$ cat src/rtl/maxicore32_pkg.sv
// maxicore32_pkg: shared types for the maxicore32 core.
//   opcode, ALU op, branch condition, access size and FSM state enums,
//   instruction field bit positions and a 16->32 sign-extension helper.
package maxicore32_pkg;

  typedef enum logic [5:0] {
    OP_NOP       = 6'h00,
    OP_HALT      = 6'h01,
    OP_LOADI     = 6'h02,
    OP_LOADUPPER = 6'h03,
    OP_ALU       = 6'h04,
    OP_LOAD      = 6'h05,
    OP_STORE     = 6'h06,
    OP_BRANCH    = 6'h07
  } opcode_e;

  typedef enum logic [3:0] {
    ALU_ADD = 4'd0, ALU_SUB = 4'd1, ALU_AND = 4'd2, ALU_OR  = 4'd3,
    ALU_XOR = 4'd4, ALU_NOT = 4'd5, ALU_LSL = 4'd6, ALU_LSR = 4'd7,
    ALU_ASR = 4'd8, ALU_CPY = 4'd9, ALU_CMP = 4'd10, ALU_MUL = 4'd11
  } aluop_e;

  typedef enum logic [3:0] {
    COND_AL = 4'd0, COND_EQ = 4'd1, COND_NE = 4'd2, COND_CS = 4'd3,
    COND_CC = 4'd4, COND_MI = 4'd5, COND_PL = 4'd6
  } cond_e;

  typedef enum logic [1:0] {
    SIZE_BYTE = 2'b00, SIZE_HALF = 2'b01, SIZE_WORD = 2'b10, SIZE_BAD = 2'b11
  } size_e;

  typedef enum logic [2:0] {
    ST_FETCH, ST_DECODE, ST_EXECUTE, ST_MEMORY, ST_WRITEBACK, ST_STOPPED
  } state_e;

  localparam int OP_MSB    = 31, OP_LSB    = 26;
  localparam int RD_MSB    = 25, RD_LSB    = 22;
  localparam int RS1_MSB   = 21, RS1_LSB   = 18;
  localparam int RS2_MSB   = 17, RS2_LSB   = 14;
  localparam int SIZE_MSB  = 17, SIZE_LSB  = 16;
  localparam int IMM_MSB   = 15, IMM_LSB   = 0;
  localparam int ALUOP_MSB = 3,  ALUOP_LSB = 0;

  function automatic logic [31:0] sext16(input logic [15:0] v);
    return {{16{v[15]}}, v};
  endfunction

endpackage

$ cat src/rtl/maxicore32_alu.sv
// maxicore32_alu: combinational ALU.
//   aluop_i, a_i, b_i : operation and operands
//   result_o, z_o, n_o, c_o : result and flags (C = carry / borrow)
//   illegal_o : aluop outside the supported set;  write_o : result goes to rd
// MAXICORE32_MUL_EN enables op 11 (MUL, low 32 bits).
module maxicore32_alu
  import maxicore32_pkg::*;
(
  input  logic [3:0]  aluop_i,
  input  logic [31:0] a_i,
  input  logic [31:0] b_i,
  output logic [31:0] result_o,
  output logic        z_o,
  output logic        n_o,
  output logic        c_o,
  output logic        illegal_o,
  output logic        write_o
);
  logic [32:0] sum;

  always_comb begin
    result_o  = '0;
    c_o       = 1'b0;
    illegal_o = 1'b0;
    write_o   = 1'b1;
    sum       = '0;
    case (aluop_e'(aluop_i))
      ALU_ADD: begin
        sum      = {1'b0, a_i} + {1'b0, b_i};
        result_o = sum[31:0];
        c_o      = sum[32];
      end
      // bit 32 of the 33-bit difference is the borrow (a < b unsigned)
      ALU_SUB, ALU_CMP: begin
        sum      = {1'b0, a_i} - {1'b0, b_i};
        result_o = sum[31:0];
        c_o      = sum[32];
        write_o  = (aluop_i != ALU_CMP);
      end
      ALU_AND: result_o = a_i & b_i;
      ALU_OR:  result_o = a_i | b_i;
      ALU_XOR: result_o = a_i ^ b_i;
      ALU_NOT: result_o = ~a_i;
      ALU_LSL: result_o = a_i << b_i[4:0];
      ALU_LSR: result_o = a_i >> b_i[4:0];
      ALU_ASR: result_o = $signed(a_i) >>> b_i[4:0];
      ALU_CPY: result_o = a_i;
`ifdef MAXICORE32_MUL_EN
      ALU_MUL: result_o = a_i * b_i;
`endif
      default: begin
        illegal_o = 1'b1;
        write_o   = 1'b0;
      end
    endcase
    z_o = (result_o == 32'h0);
    n_o = result_o[31];
  end
endmodule

$ cat src/rtl/maxicore32_program_counter.sv
// maxicore32_program_counter: program counter register.
//   clock, reset : clock, async active-high reset (loads RESET_PC)
//   inc_i        : advance by one word
//   load_i       : load target_i (branch), wins over inc_i
//   pc_o         : current byte address
module maxicore32_program_counter #(
  parameter logic [31:0] RESET_PC = 32'h0000_0000
) (
  input  logic        clock,
  input  logic        reset,
  input  logic        inc_i,
  input  logic        load_i,
  input  logic [31:0] target_i,
  output logic [31:0] pc_o
);
  logic [31:0] program_counter;

  always_ff @(posedge clock or posedge reset) begin
    if (reset)       program_counter <= RESET_PC;
    else if (load_i) program_counter <= target_i;
    else if (inc_i)  program_counter <= program_counter + 32'd4;
  end

  assign pc_o = program_counter;
endmodule

$ cat src/rtl/maxicore32_register_file.sv
// maxicore32_register_file: 16 x 32 general registers, cleared on reset.
//   ra_i/ra_o, rb_i/rb_o : two combinational read ports
//   we_i, wa_i, wd_i     : one write port, written at the clock edge
module maxicore32_register_file (
  input  logic        clock,
  input  logic        reset,
  input  logic [3:0]  ra_i,
  input  logic [3:0]  rb_i,
  input  logic        we_i,
  input  logic [3:0]  wa_i,
  input  logic [31:0] wd_i,
  output logic [31:0] ra_o,
  output logic [31:0] rb_o
);
  logic [31:0] register_file [0:15];

  always_ff @(posedge clock or posedge reset) begin
    if (reset) begin
      for (int i = 0; i < 16; i++) register_file[i] <= '0;
    end else if (we_i) begin
      register_file[wa_i] <= wd_i;
    end
  end

  assign ra_o = register_file[ra_i];
  assign rb_o = register_file[rb_i];
endmodule

$ cat src/rtl/maxicore32.sv
// maxicore32: 32-bit multi-cycle load/store core, 16 registers, one
// word-addressed bus (address[31:24] 0x00 = RAM, 0xFF = peripherals).
//   clock, reset         : clock, async active-high reset
//   address              : word address (byte address [31:2])
//   data_in              : read data, one cycle after the read cycle
//   data_out, data_strobes : write data / big-endian byte-lane enables
//   read, write          : bus cycle qualifiers (combinational from state)
//   bus_error, halted    : sticky stop reasons
// Build option: MAXICORE32_MUL_EN adds ALU op 11 (MUL).
//
// state        | meaning
// ST_FETCH     | read instruction at PC
// ST_DECODE    | latch IR, PC += 4
// ST_EXECUTE   | ALU / LOADI / branch; load/store address check
// ST_MEMORY    | one data bus cycle
// ST_WRITEBACK | load data into rd
// ST_STOPPED   | halted or bus error, bus idle until reset
module maxicore32
  import maxicore32_pkg::*;
#(
  parameter logic [31:0] RESET_PC = 32'h0000_0000
) (
  input  logic        clock,
  input  logic        reset,
  output logic [29:0] address,
  input  logic [31:0] data_in,
  output logic [31:0] data_out,
  output logic [3:0]  data_strobes,
  output logic        read,
  output logic        write,
  output logic        bus_error,
  output logic        halted
);
  state_e      state_q;
  logic [31:0] ir_q;
  logic        z_q, n_q, c_q, bus_error_q, halted_q;

  opcode_e     op;
  logic [3:0]  rd, rs1, rs2, aluop;
  logic [1:0]  size;
  logic [31:0] imm_sext, pc, rs1_data, rb_data, ea;
  logic [31:0] alu_result, store_data, load_data, rf_wd;
  logic        alu_z, alu_n, alu_c, alu_illegal, alu_write;
  logic        rf_we, take, pc_load, misaligned, size_bad, fetch_act, mem_act;
  logic [3:0]  mem_strobes;

  assign op       = opcode_e'(ir_q[OP_MSB:OP_LSB]);
  assign rd       = ir_q[RD_MSB:RD_LSB];
  assign rs1      = ir_q[RS1_MSB:RS1_LSB];
  assign rs2      = ir_q[RS2_MSB:RS2_LSB];
  assign size     = ir_q[SIZE_MSB:SIZE_LSB];
  assign aluop    = ir_q[ALUOP_MSB:ALUOP_LSB];
  assign imm_sext = sext16(ir_q[IMM_MSB:IMM_LSB]);
  assign ea       = rs1_data + imm_sext;

  // Second read port serves rs2 for ALU ops, otherwise rd (store data, LOADUPPER).
  maxicore32_register_file register_file (
    .clock(clock), .reset(reset), .ra_i(rs1), .rb_i((op == OP_ALU) ? rs2 : rd),
    .we_i(rf_we), .wa_i(rd), .wd_i(rf_wd), .ra_o(rs1_data), .rb_o(rb_data)
  );

  maxicore32_program_counter #(.RESET_PC(RESET_PC)) program_counter (
    .clock(clock), .reset(reset), .inc_i(state_q == ST_DECODE), .load_i(pc_load),
    .target_i(pc + (imm_sext << 2)), .pc_o(pc)
  );

  maxicore32_alu alu (
    .aluop_i(aluop), .a_i(rs1_data), .b_i(rb_data), .result_o(alu_result),
    .z_o(alu_z), .n_o(alu_n), .c_o(alu_c), .illegal_o(alu_illegal), .write_o(alu_write)
  );

  always_comb begin
    case (cond_e'(rd))
      COND_AL: take = 1'b1;
      COND_EQ: take = z_q;
      COND_NE: take = ~z_q;
      COND_CS: take = c_q;
      COND_CC: take = ~c_q;
      COND_MI: take = n_q;
      COND_PL: take = ~n_q;
      default: take = 1'b0;
    endcase
  end
  assign pc_load = (state_q == ST_EXECUTE) && (op == OP_BRANCH) && take;

  always_comb begin
    mem_strobes = 4'b0000;
    misaligned  = 1'b0;
    size_bad    = 1'b0;
    store_data  = rb_data;
    load_data   = data_in;
    case (size_e'(size))
      SIZE_BYTE: begin
        mem_strobes = 4'b1000 >> ea[1:0];
        store_data  = {4{rb_data[7:0]}};
        load_data   = {24'h0, data_in[{~ea[1:0], 3'b000} +: 8]};
      end
      SIZE_HALF: begin
        mem_strobes = ea[1] ? 4'b0011 : 4'b1100;
        misaligned  = ea[0];
        store_data  = {2{rb_data[15:0]}};
        load_data   = {16'h0, ea[1] ? data_in[15:0] : data_in[31:16]};
      end
      SIZE_WORD: begin
        mem_strobes = 4'b1111;
        misaligned  = (ea[1:0] != 2'b00);
      end
      default: size_bad = 1'b1;
    endcase
  end

  // Gated by reset so an access in flight is dropped the instant reset rises.
  assign fetch_act    = !reset && (state_q == ST_FETCH) && (pc[1:0] == 2'b00);
  assign mem_act      = !reset && (state_q == ST_MEMORY);
  assign read         = fetch_act || (mem_act && op == OP_LOAD);
  assign write        = mem_act && (op == OP_STORE);
  assign address      = (state_q == ST_MEMORY) ? ea[31:2] : pc[31:2];
  assign data_strobes = fetch_act ? 4'b1111 : (mem_act ? mem_strobes : 4'b0000);
  assign data_out     = write ? store_data : 32'h0;
  assign bus_error    = bus_error_q;
  assign halted       = halted_q;

  always_comb begin
    rf_we = 1'b0;
    rf_wd = '0;
    if (state_q == ST_EXECUTE) begin
      case (op)
        OP_LOADI:     begin rf_we = 1'b1; rf_wd = imm_sext; end
        OP_LOADUPPER: begin rf_we = 1'b1; rf_wd = {ir_q[IMM_MSB:IMM_LSB], rb_data[15:0]}; end
        OP_ALU:       begin rf_we = alu_write; rf_wd = alu_result; end
        default:      ;
      endcase
    end else if (state_q == ST_WRITEBACK && op == OP_LOAD) begin
      rf_we = 1'b1;
      rf_wd = load_data;
    end
  end

  always_ff @(posedge clock or posedge reset) begin
    if (reset) begin
      state_q     <= ST_FETCH;
      ir_q        <= '0;
      z_q         <= 1'b0;
      n_q         <= 1'b0;
      c_q         <= 1'b0;
      bus_error_q <= 1'b0;
      halted_q    <= 1'b0;
    end else begin
      case (state_q)
        ST_FETCH: begin
          if (pc[1:0] != 2'b00) begin
            bus_error_q <= 1'b1;
            state_q     <= ST_STOPPED;
          end else begin
            state_q <= ST_DECODE;
          end
        end
        ST_DECODE: begin
          ir_q    <= data_in;
          state_q <= ST_EXECUTE;
        end
        ST_EXECUTE: begin
          state_q <= ST_FETCH;
          case (op)
            OP_NOP, OP_LOADI, OP_LOADUPPER, OP_BRANCH: ;
            OP_ALU: begin
              if (alu_illegal) begin
                halted_q <= 1'b1;
                state_q  <= ST_STOPPED;
              end else begin
                z_q <= alu_z;
                n_q <= alu_n;
                c_q <= alu_c;
              end
            end
            OP_LOAD, OP_STORE: begin
              if (size_bad) begin
                halted_q <= 1'b1;
                state_q  <= ST_STOPPED;
              end else if (misaligned) begin
                bus_error_q <= 1'b1;
                state_q     <= ST_STOPPED;
              end else begin
                state_q <= ST_MEMORY;
              end
            end
            default: begin
              halted_q <= 1'b1;
              state_q  <= ST_STOPPED;
            end
          endcase
        end
        ST_MEMORY:    state_q <= ST_WRITEBACK;
        ST_WRITEBACK: state_q <= ST_FETCH;
        default:      state_q <= ST_STOPPED;
      endcase
    end
  end
endmodule

$ cat config.mk
export PLATFORM = sky130hd
export DESIGN_NAME = maxicore32
export DESIGN_NICKNAME = d
export VERILOG_FILES = /design/src/rtl/maxicore32_pkg.sv /design/src/rtl/maxicore32_alu.sv /design/src/rtl/maxicore32_program_counter.sv /design/src/rtl/maxicore32_register_file.sv /design/src/rtl/maxicore32.sv
export SDC_FILE = /design/constraint.sdc
export NUM_CORES = 2
export LEC_CHECK = 0
export BUFFER_PORTS_ARGS = -buffer_cell sky130_fd_sc_hd__buf_2
export CELL_PAD_IN_SITES_DETAIL_PLACEMENT = 1
export CELL_PAD_IN_SITES_GLOBAL_PLACEMENT = 2
export CORE_MARGIN = 5
export CORE_UTILIZATION = 30
export CTS_CLUSTER_SIZE = 30
export DETAILED_ROUTE_END_ITERATION = 10
export HOLD_SLACK_MARGIN = 0.12
export PLACE_DENSITY_LB_ADDON = 0.1
export SKIP_CTS_REPAIR_TIMING = 1
export SYNTH_ARGS = -nofsm -noshare
export SYNTH_HDL_FRONTEND = slang
export SYNTH_SLANG_ARGS = --single-unit
export TNS_END_PERCENT = 1
$ cat constraint.sdc
create_clock -name clock -period 19.1 [get_ports clock]
set_input_delay 0.955 -clock clock [delete_from_list [all_inputs] [get_ports clock]]
set_output_delay 0.955 -clock clock [all_outputs]
set_load 0.05 [all_outputs]
==> impl_metrics.csv <==
group,metric,value,unit
clock_tree,cts_sinks,582,
die,dieHeight,398,um
drt,wl_per_cell,31.6,um
setup_path,r2r-start,"ir_q[28]$_DFFE_PP0P_",
clock_tree,clk_pin_slew_worst_paths,60,ps
place,port_buffers,103,
global_routing,grt_pass1_vias,44574,
place,gp_congestion,0.994,
timing,totalNegativeSetupSlack,0,ps
global_routing,grt_usage,0.292,
timing,max_slew_margin,0.118,
outcome,outcome,"finished clean",
die,core,150000,um2
worst_hold_path,hold_path_class,"reg2reg",
setup_path,end_kind,"flip-flop",
power_and_ir_drop,power.density,217,nW/um2
die,die_w,398,um
clock_tree,cts_tree,"done",
logic_synthesis,ys_types,106,
clock_tree,cts_max_path_buffers,3,
drt,wirelength,236,mm
die,die_area,158000,um2
timing,fin_crit_sh,0.564,
drt,drt.antenna.violating_nets,0,
clock_tree,htree_levels,3,
logic_synthesis,synthesis.nets,5746,
logic_synthesis,syn_area,45100,um2
die,row_count,142,
setup_path,worstPathRequired,19660,ps
logic_synthesis,ys_ff_latch,582,
setup_path,rrSetupSlack,8330,ps
logic_synthesis,yosysSeqAreaShare,0.323,
global_routing,antenna_found_initial,11,
logic_synthesis,synth-async-reset-ratio,1.00,
clock_tree,clock_latency,730,ps
timing,max_freq,0.0929,GHz
global_routing,gr-total-overflow,0,
global_routing,grt_max_degree,148,
timing,clock-skew-final,64.1,ps
timing,hold_viol_final,0,
logic_synthesis,synth_edf_count,0,
clock_tree,cts_buffers,78,
timing,finalSetupViolCount,0,
power_and_ir_drop,leakagePower,0.0219,uW
timing,fin_crit,10770,ps
timing,slew_violations,0,
flow_run,drv_cap,0,
drt,drcViolationCount,0,
setup_path,cp-start-kind,"flip-flop",
logic_synthesis,yosysWarnings,0,
drt,first_pass_iters,5,
finish,multi_input_area,28200,um2
timing,whs,471,ps
finish,fin_nets,5598,
setup_path,crit_arrival,11330,ps
worst_hold_path,hold-path-endpoint,"halted$_DFFE_PP0P_",
finish,fillers,17732,
finish,syn2layout_area_growth,11.1,%
drt,drtIter0Drc,4141,
setup_path,critPathMaxStageDelay,810,ps
finish,drive_gt1_frac,0.134,
setup_path,reg2reg_to,"register_file.register_file[158]$_DFFE_PP0P_",
die,ios,104,
setup_path,crit_path_max_fanout,49,
power_and_ir_drop,peakVddDrop,169,uV
die,start_util,0.301,
global_routing,grt_pass1_wl,339,mm
setup_path,critical_path_class,"reg2reg",
setup_path,r2r.worst_path.cells,30,
timing,rsz0062_at_grt,"no",
finish,register_area,14600,um2
worst_hold_path,hold_depth,1,
logic_synthesis,netlist_instances,5544,
place,post-dp-hpwl,165,mm
setup_path,cp_slowest_cell,"or4b_1",
setup_path,path_common_cell,"buf_4",
clock_tree,root_buffer,"clkbuf_16",
logic_synthesis,synth_flop_cell,"dfrtp_1",
logic_synthesis,avgSynthCellArea,8.13,um2
drt,vias,44516,
worst_hold_path,hp-start,"halted$_DFFE_PP0P_",
drt,routed_via_density,5.95,
timing,worst_pin_slew,1320,ps
[placed cells by master, fill, tap and decap left out, types with 41 or more instances in the layout]
cell and instances:
a21oi_1 286, a31oi_1 41, nor3_1 62, o21ai_0 739, dfrtp_1 575, nand3_1 223, nand2b_1 71, buf_4 131
a22oi_1 55, ha_1 165, mux2_2 96, nand2_1 1200, mux4_2 162, clkbuf_16 79, buf_2 103, inv_1 125
mux2i_1 112, nor2_1 295, a211oi_1 50, o211ai_1 65
[worst max-delay path by stage]
stage / from / to / slack (ps) / cells past startpoint
after global placement: ir_q[28]$_DFFE_PP0P_ / register_file.register_file[94]$_DFFE_PP0P_ / 8910 / 30
after CTS: ir_q[28]$_DFFE_PP0P_ / register_file.register_file[94]$_DFFE_PP0P_ / 8590 / 30
after detailed placement: ir_q[28]$_DFFE_PP0P_ / register_file.register_file[94]$_DFFE_PP0P_ / 8640 / 30
after floorplan: reset / bus_error$_DFFE_PP0P_ / 1860 / 1
after global routing: ir_q[28]$_DFFE_PP0P_ / register_file.register_file[94]$_DFFE_PP0P_ / 7980 / 30
final: ir_q[28]$_DFFE_PP0P_ / register_file.register_file[158]$_DFFE_PP0P_ / 8330 / 30
[cell usage after synthesis (18+ instances only)]
| master | number | area share |
|---|---|---|
| and3_1 | 18 | 0.0025 |
| mux4_2 | 162 | 0.081 |
| a211oi_1 | 50 | 0.0083 |
| ha_1 | 165 | 0.046 |
| o21ai_0 | 742 | 0.082 |
| xnor2_1 | 37 | 0.0072 |
| dfrtp_1 | 582 | 0.32 |
| a22oi_1 | 55 | 0.0092 |
| clkbuf_1 | 315 | 0.026 |
| a32oi_1 | 27 | 0.0052 |
| o22ai_1 | 39 | 0.0054 |
| nor2b_1 | 19 | 0.0026 |
| and2_1 | 33 | 0.0046 |
| nor2_1 | 301 | 0.025 |
| nor3_1 | 64 | 0.0071 |
| a221oi_1 | 28 | 0.0054 |
| nand2_1 | 1216 | 0.10 |
| o31ai_1 | 28 | 0.0047 |
| buf_2 | 58 | 0.0064 |
| a21oi_1 | 290 | 0.032 |
| o211ai_1 | 65 | 0.011 |
| a31oi_1 | 41 | 0.0057 |
| buf_1 | 55 | 0.0046 |
| o21a_1 | 23 | 0.0038 |
| mux2_2 | 96 | 0.024 |
| a21o_1 | 30 | 0.0050 |
| nand2b_1 | 71 | 0.0099 |
| xor2_1 | 21 | 0.0041 |
| nand3_1 | 228 | 0.025 |
| o21bai_1 | 18 | 0.0030 |
| a2111oi_0 | 36 | 0.0070 |
| nor4_1 | 20 | 0.0028 |
| o221ai_1 | 33 | 0.0064 |
| o21ai_1 | 23 | 0.0026 |
| inv_1 | 127 | 0.011 |
| mux2i_1 | 113 | 0.025 |
| a311oi_1 | 19 | 0.0037 |
[per-stage QoR]
stage                      util  total power (uW)  worst slack (ps)  cells  area (um2)
after floorplan               -              6400              1860   5544       45100
after global placement    0.317              9140              8910   7332       47400
after detailed placement  0.317              9130              8640   7332       47400
after CTS                 0.335             10700              8590   7473       50100
after global routing      0.335             11400              7980   7473       50100
final                     0.335             10900              8330   7476       50100
[registers in the layout (all words and copies together) (netlist names)]
register and cells:
register_file.register_file 512, state_q 3, bus_error 1, n_q 1
ir_q 32, c_q 1, halted 1, z_q 1
program_counter.pc_o 30
[power by group]
part / total, uW / internal (uW) / switching, uW
Clock: 1540 / 900 / 637
Combinational: 7550 / 2310 / 5240
Sequential: 1760 / 1410 / 353
Total: 10900 / 4620 / 6230
[kinds of logic after synthesis]
| group | share of synthesized area |
|---|---|
| flip-flops | 0.323 |
| XOR/XNOR | 0.0113 |
| adder cells (fa/ha/maj) | 0.0471 |
| AO/OA/AOI/OAI | 0.235 |
| AND/OR/NAND/NOR | 0.196 |
| multiplexers | 0.131 |
| buffers and inverters | 0.0559 |
[cell type report]
cell class / count / share of cell area
Multi-Input combinational cell: 4363 / 0.564
Sequential cell: 582 / 0.291
Tap cell: 2016 / 0.0504
Clock buffer: 116 / 0.0462
Timing Repair Buffer: 237 / 0.0311
Inverter: 134 / 0.0102
Clock inverter: 25 / 0.00690
Antenna cell: 3 / 0.000150
[worst max-delay path, delay by kind of cell (launching register included)]
kind	cells	cell delay, ps
and+or+nand+nor	5	1920
adders and majority gates	1	350
AOI/OAI and AO/OA	16	5320
muxes	1	160
buffers and inverters	7	2300
DFF	1	410
[layer usage]
layer / vias to the layer above / share of wire / global-route usage
li1: 19737 / - / -
met1: 22814 / 0.46 / 0.416
met2: 1585 / 0.44 / 0.457
met3: 380 / 0.059 / 0.0386
met4: 0 / 0.037 / 0.0974
met5: - / 0 / 0
No activity file was read; power rests on OpenSTA's default activity.
